===== config.mk =====
export PLATFORM = sky130hd
export DESIGN_NAME = hqc_rmencod_top
export DESIGN_NICKNAME = d
export VERILOG_FILES = /design/src/rtl/hqc_encod_pkg.sv /design/src/rtl/hqc_rm_cw.sv /design/src/rtl/hqc_rmencod_top.sv
export SDC_FILE = /design/constraint.sdc
export NUM_CORES = 1
export LEC_CHECK = 0
export ABC_AREA = 1
export BUFFER_PORTS_ARGS = -buffer_cell sky130_fd_sc_hd__buf_2
export CAP_MARGIN = 5
export CORE_MARGIN = 2
export CORE_UTILIZATION = 30
export DETAILED_ROUTE_END_ITERATION = 10
export GPL_TIMING_DRIVEN = 0
export PLACE_DENSITY = 0.58
export SLEW_MARGIN = 0
export SYNTH_ARGS = -nofsm -noshare
export SYNTH_HDL_FRONTEND = slang
export SYNTH_SLANG_ARGS = --single-unit
export TNS_END_PERCENT = 30

===== constraint.sdc =====
create_clock -name clk_i -period 1.55 [get_ports clk_i]
set_clock_uncertainty 0.05 [all_clocks]
set_input_delay 0.31 -clock clk_i [delete_from_list [all_inputs] [get_ports clk_i]]
set_output_delay 0.31 -clock clk_i [all_outputs]
set_load 0.1 [all_outputs]

===== src/rtl/hqc_encod_pkg.sv =====
// Shared HQC encoder constants: per-security-level sizes and the encoder FSM state type.
package hqc_encod_pkg;

  localparam int unsigned MSG_W = 8;
  localparam int unsigned CW_W  = 128;

  typedef enum logic [1:0] {
    ST_IDLE  = 2'd0,
    ST_LOAD  = 2'd1,
    ST_WRITE = 2'd2,
    ST_DONE  = 2'd3
  } rm_state_t;

  function automatic int unsigned n1_of(input int unsigned sec);
    return (sec == 128) ? 46 : (sec == 192) ? 56 : 90;
  endfunction

  function automatic int unsigned mult_of(input int unsigned sec);
    return (sec == 128) ? 3 : 5;
  endfunction

  function automatic int unsigned out_aw_of(input int unsigned sec);
    return (sec == 128) ? 8 : 9;
  endfunction

endpackage


===== src/rtl/hqc_rm_cw.sv =====
// Combinational RM(1,7) mapping: one message byte to a 128-bit codeword.
module hqc_rm_cw
  import hqc_encod_pkg::*;
(
  input  logic [MSG_W-1:0] msg,
  output logic [CW_W-1:0]  cw_c
);

  logic [6:0] idx;

  // Bit j is m0 plus the inner product of m[7:1] with the 7-bit index j.
  always_comb begin
    cw_c = '0;
    idx  = '0;
    for (int j = 0; j < 128; j++) begin
      idx     = 7'(j);
      cw_c[j] = msg[0] ^ (^(msg[7:1] & idx));
    end
  end

endmodule


===== src/rtl/hqc_rmencod_top.sv =====
// HQC Reed-Muller encoder: each RS byte becomes MULTIPLICITY identical RM(1,7) words written to RAM.
module hqc_rmencod_top
  import hqc_encod_pkg::*;
#(
  parameter int unsigned PARAM_SECURITY = 128,
  parameter int unsigned MULTIPLICITY   = mult_of(PARAM_SECURITY),
  parameter int unsigned PARAM_N1       = n1_of(PARAM_SECURITY),
  parameter int unsigned OUT_AW         = out_aw_of(PARAM_SECURITY),
  parameter int unsigned DOUT_W         = 128
) (
  input  logic              clk_i,
  input  logic              rst_ni,
  input  logic              start_i,
  output logic              busy_o,
  input  logic [7:0]        din_i,
  input  logic              din_valid_i,
  output logic              din_ready_o,
  output logic [DOUT_W-1:0] ram_dout_o,
  output logic              ram_dout_wr_o,
  output logic [OUT_AW-1:0] ram_dout_addr_o,
  output logic              done_o
);

  localparam int unsigned BYTE_W = $clog2(PARAM_N1 + 1);
  localparam int unsigned REP_W  = $clog2(MULTIPLICITY + 1);

  rm_state_t           state_q, state_d;
  logic [BYTE_W-1:0]   byte_q;
  logic [REP_W-1:0]    rep_q;
  logic [OUT_AW-1:0]   addr_q;
  logic [DOUT_W-1:0]   cw_q;
  logic                busy_q, ready_q, wr_q, done_q;
  logic [CW_W-1:0]     cw_c;
  logic                start_c, accept_c, last_rep_c;

  hqc_rm_cw u_rm_cw (
    .msg  (din_i),
    .cw_c (cw_c)
  );

  // Next-state and control strobes.
  always_comb begin
    state_d    = state_q;
    start_c    = 1'b0;
    accept_c   = 1'b0;
    last_rep_c = (rep_q == REP_W'(MULTIPLICITY - 1));
    case (state_q)
      ST_IDLE: begin
        if (start_i) begin
          start_c = 1'b1;
          state_d = ST_LOAD;
        end
      end
      ST_LOAD: begin
        if (din_valid_i && ready_q) begin
          accept_c = 1'b1;
          state_d  = ST_WRITE;
        end
      end
      ST_WRITE: begin
        if (last_rep_c) begin
          state_d = (byte_q == BYTE_W'(PARAM_N1)) ? ST_DONE : ST_LOAD;
        end
      end
      ST_DONE: state_d = ST_IDLE;
      default: state_d = ST_IDLE;
    endcase
  end

  // State, counters and registered outputs (outputs track the next state).
  always_ff @(posedge clk_i) begin
    if (!rst_ni) begin
      state_q <= ST_IDLE;
      byte_q  <= '0;
      rep_q   <= '0;
      addr_q  <= '0;
      cw_q    <= '0;
      busy_q  <= 1'b0;
      ready_q <= 1'b0;
      wr_q    <= 1'b0;
      done_q  <= 1'b0;
    end else begin
      state_q <= state_d;
      busy_q  <= (state_d != ST_IDLE);
      ready_q <= (state_d == ST_LOAD);
      wr_q    <= (state_d == ST_WRITE);
      done_q  <= (state_d == ST_DONE);
      if (start_c) begin
        byte_q <= '0;
        rep_q  <= '0;
        addr_q <= '0;
      end
      if (accept_c) begin
        cw_q   <= DOUT_W'(cw_c);
        byte_q <= byte_q + BYTE_W'(1);
      end
      if (wr_q) begin
        addr_q <= addr_q + OUT_AW'(1);
        rep_q  <= last_rep_c ? '0 : rep_q + REP_W'(1);
      end
    end
  end

  assign busy_o          = busy_q;
  assign din_ready_o     = ready_q;
  assign ram_dout_o      = cw_q;
  assign ram_dout_wr_o   = wr_q;
  assign ram_dout_addr_o = addr_q;
  assign done_o          = done_q;

endmodule


==> run summary <==
Syn Inst Count = 1,018
Outcome = finished with violations
CTS tree = yes
CP required = 1.81 ns
Max capacitance violation total = 0
RSZ-0062 raised after global routing = yes
# DRC = 0
First-pass GRT wire length = 40,790 um
Critical-path maximum fanout = 7
Area of the multi-input gates = 3855 um^2
Most used DFF post-synth = dfxtp_1
WL final = 27,390 um
Storage element area = 3023 um^2
Worst R2R Start = state_q[1]
Syn_area_per_cell = 7.122 um^2
Clock buffer depth = 2
Diode count = 0
Vias in the first global route = 6,921
DRT Pass-1 Iters = 5
Synthesis-to-layout area growth = 38.48%
Crit path DAT = 1.84 ns
Power per Cell Area = 1040 nW/um^2
Full die area = 25,430 um^2
Share of synthesized flip-flops with an asynchronous set or reset = 0%
Clk_lat worst skew = 0.44 ns
Library cells used by synthesis = 35
Routed wire length per instance = 17.78 um
Synth area leader = dfxtp_1
Total Power = 10.45 mW
Relative slew slack = 49.70%
Fill count = 2,448
Reg clk slew, reported paths = 0.07 ns
Core area = 23,610 um^2
Largest net degree at the start of global routing = 17
VDD IR-drop max = 0.5918 mV
Sink Count = 150
Final hold slack = 0.1396 ns
Chip width = 159.5 um
Nets@finish = 1,223
DP HPWL = 19,430 um
Row count = 56
Lkg Pwr = 4.675 nW
Layout cells sized above 1 = 28.34%
First DRT Iteration DRCs = 686
Total I/O pin count = 152
Failing checks = negative setup slack
Critical Path Source Type = flip-flop
Yosys warns = 0
Initial Util = 30.71%
Synth Register Bits = 150
Initial antenna violation count = 0
GR Overflow Total = 0
CTS Buf Count = 17
Root buf cell = clkbuf_16
Slew Limit Fails = 0
Max frequency = 634.8 MHz
Die Ht = 159.5 um
H-tree depth = 4
Hold_sp = din_i[6]
Routability congestion estimate = 0.9043
Post-Syn Nets = 1,033
Worst-margin pin slew = 0.7545 ns
Setup ws final = -0.02538 ns
Setup violators final = 1
Post-synth top area share = 41.42%
Fin crit share = 101.6%
Synthesized area = 7251 um^2
CP Launch Point = state_q[1]
Crit path time final = 1.575 ns
Final hold violations = 0
ANT nets after route = 0
Via count = 7,499
Number of port buffers = 148
Largest cells by area after synthesis = dfxtp_1, nand2_1, o21ai_0
Hold Path Class = primary input to flip-flop
Critical Path Sink Type = flip-flop
Post-synthesis sequential area ratio = 41.42%
Via-to-Cell Ratio = 4.869
Setup TNS = -0.02538 ns
Total track usage = 20.93%
Critical path class = flip-flop to flip-flop
Post-synth EDFFs = 0
final timing paths:
check        cells after the start              to  slack, ns
max                              9  ram_dout_o[43]      -0.03
min                              3  ram_dout_o[34]       0.14
max reg2reg                      9  ram_dout_o[43]      -0.03
min reg2reg                      1        rep_q[0]       0.41
worst max-delay path: stages, from the launching register on:
cell	delay (ns)
dfxtp_2	0.32
inv_2	0.06
nand2_4	0.05
nor2_4	0.12
buf_12	0.14
buf_8	0.14
nand2_2	0.10
buf_6	0.15
o21ai_1	0.23
a21oi_1	0.08
what timing repair did:
action	4_1_cts	5_1_grt
resized for setup	206	103
hold buffers	0	0
setup endpoints to repair	275	126
setup buffers	9	8
pin swaps	13	16
cloned	4	4
registers in the layout, indices dropped and copies added, names as in the netlist:
register         cells
ram_dout_o         128
rep_q                2
din_ready_o          1
state_q              2
done_o               1
ram_dout_addr_o      8
ram_dout_wr_o        1
busy_o               1
byte_q               6
layer usage:
metal	track usage (%)	vias up	routed length [um]
li1	-	3628	-
met1	28.18	3513	12210
met2	32.72	306	12370
met3	4.298	52	1888
met4	8.430	0	915
met5	0	-	0
cell type report:
class	instances	area share [%]
Tap cell	319	3.975
Multi-Input combinational cell	732	38.39
Timing Repair Buffer	171	13.84
Clock buffer	17	4.237
Sequential cell	150	30.11
Clock inverter	15	1.558
Inverter	82	3.290
Buffer	54	4.598
cell usage in the layout, fill, tap and decap left out, types with 6 or more instances in the layout:
| cell | instances |
|---|---|
| buf_2 | 13 |
| xor2_2 | 7 |
| nand3_1 | 30 |
| inv_2 | 12 |
| xor2_1 | 8 |
| clkbuf_4 | 17 |
| xor2_4 | 7 |
| a21oi_1 | 67 |
| clkbuf_1 | 10 |
| nand2_2 | 19 |
| nor2_1 | 72 |
| buf_6 | 26 |
| buf_4 | 141 |
| o21ai_0 | 80 |
| a211oi_1 | 12 |
| buf_12 | 6 |
| dfxtp_1 | 140 |
| nor2_4 | 11 |
| nand2_4 | 12 |
| inv_6 | 9 |
| nand2_1 | 329 |
| a31oi_1 | 17 |
| dfxtp_2 | 7 |
| o211ai_1 | 12 |
| clkbuf_16 | 19 |
| xnor2_1 | 6 |
| o21ai_1 | 16 |
| inv_1 | 66 |
stage by stage:
stage / instances / utilization [%] / cell area, um^2 / setup WS, ns
after CTS: 1530 / 41.15 / 9717 / -0.03488
after global routing: 1540 / 42.52 / 10040 / -0.05323
final: 1540 / 42.52 / 10040 / -0.02538
after floorplan: 1018 / - / 7273 / -0.06968
after global placement: 1485 / 35.63 / 8413 / -0.3501
after detailed placement: 1485 / 35.63 / 8413 / -0.3853
power by group:
| part | leakage (nW) | switching (mW) | internal (mW) |
|---|---|---|---|
| clock network | 0.284 | 1.89 | 2.28 |
| logic | 3.17 | 1.71 | 0.532 |
| registers | 1.22 | 0.0754 | 3.96 |
cells in the mapped netlist, types with 4 or more instances:
cell      instances
buf_6            11
o211ai_1         12
nand2_4           5
nand2_1         349
o21ai_0          99
dfxtp_1         150
nand3_1          32
xor2_4            7
nand2_2           9
a211oi_1         12
xnor2_1           6
xor2_1           11
xor2_2            4
buf_2            18
nor2_1           81
buf_4             4
a31oi_1          17
a21oi_1          68
clkbuf_1         19
inv_1            71
inv_2            10
kinds of logic (layout without fill, tap and decap cells):
family	count (synthesis)	after routing	share of synthesized area (%)
simple gates	487	487	27.35
flops	150	150	41.42
fa+ha+maj	3	3	0.5177
buf+inv	136	339	8.732
compound gates	212	212	15.93
xor+xnor	30	30	6.057
(Power assumes the default switching activity.)
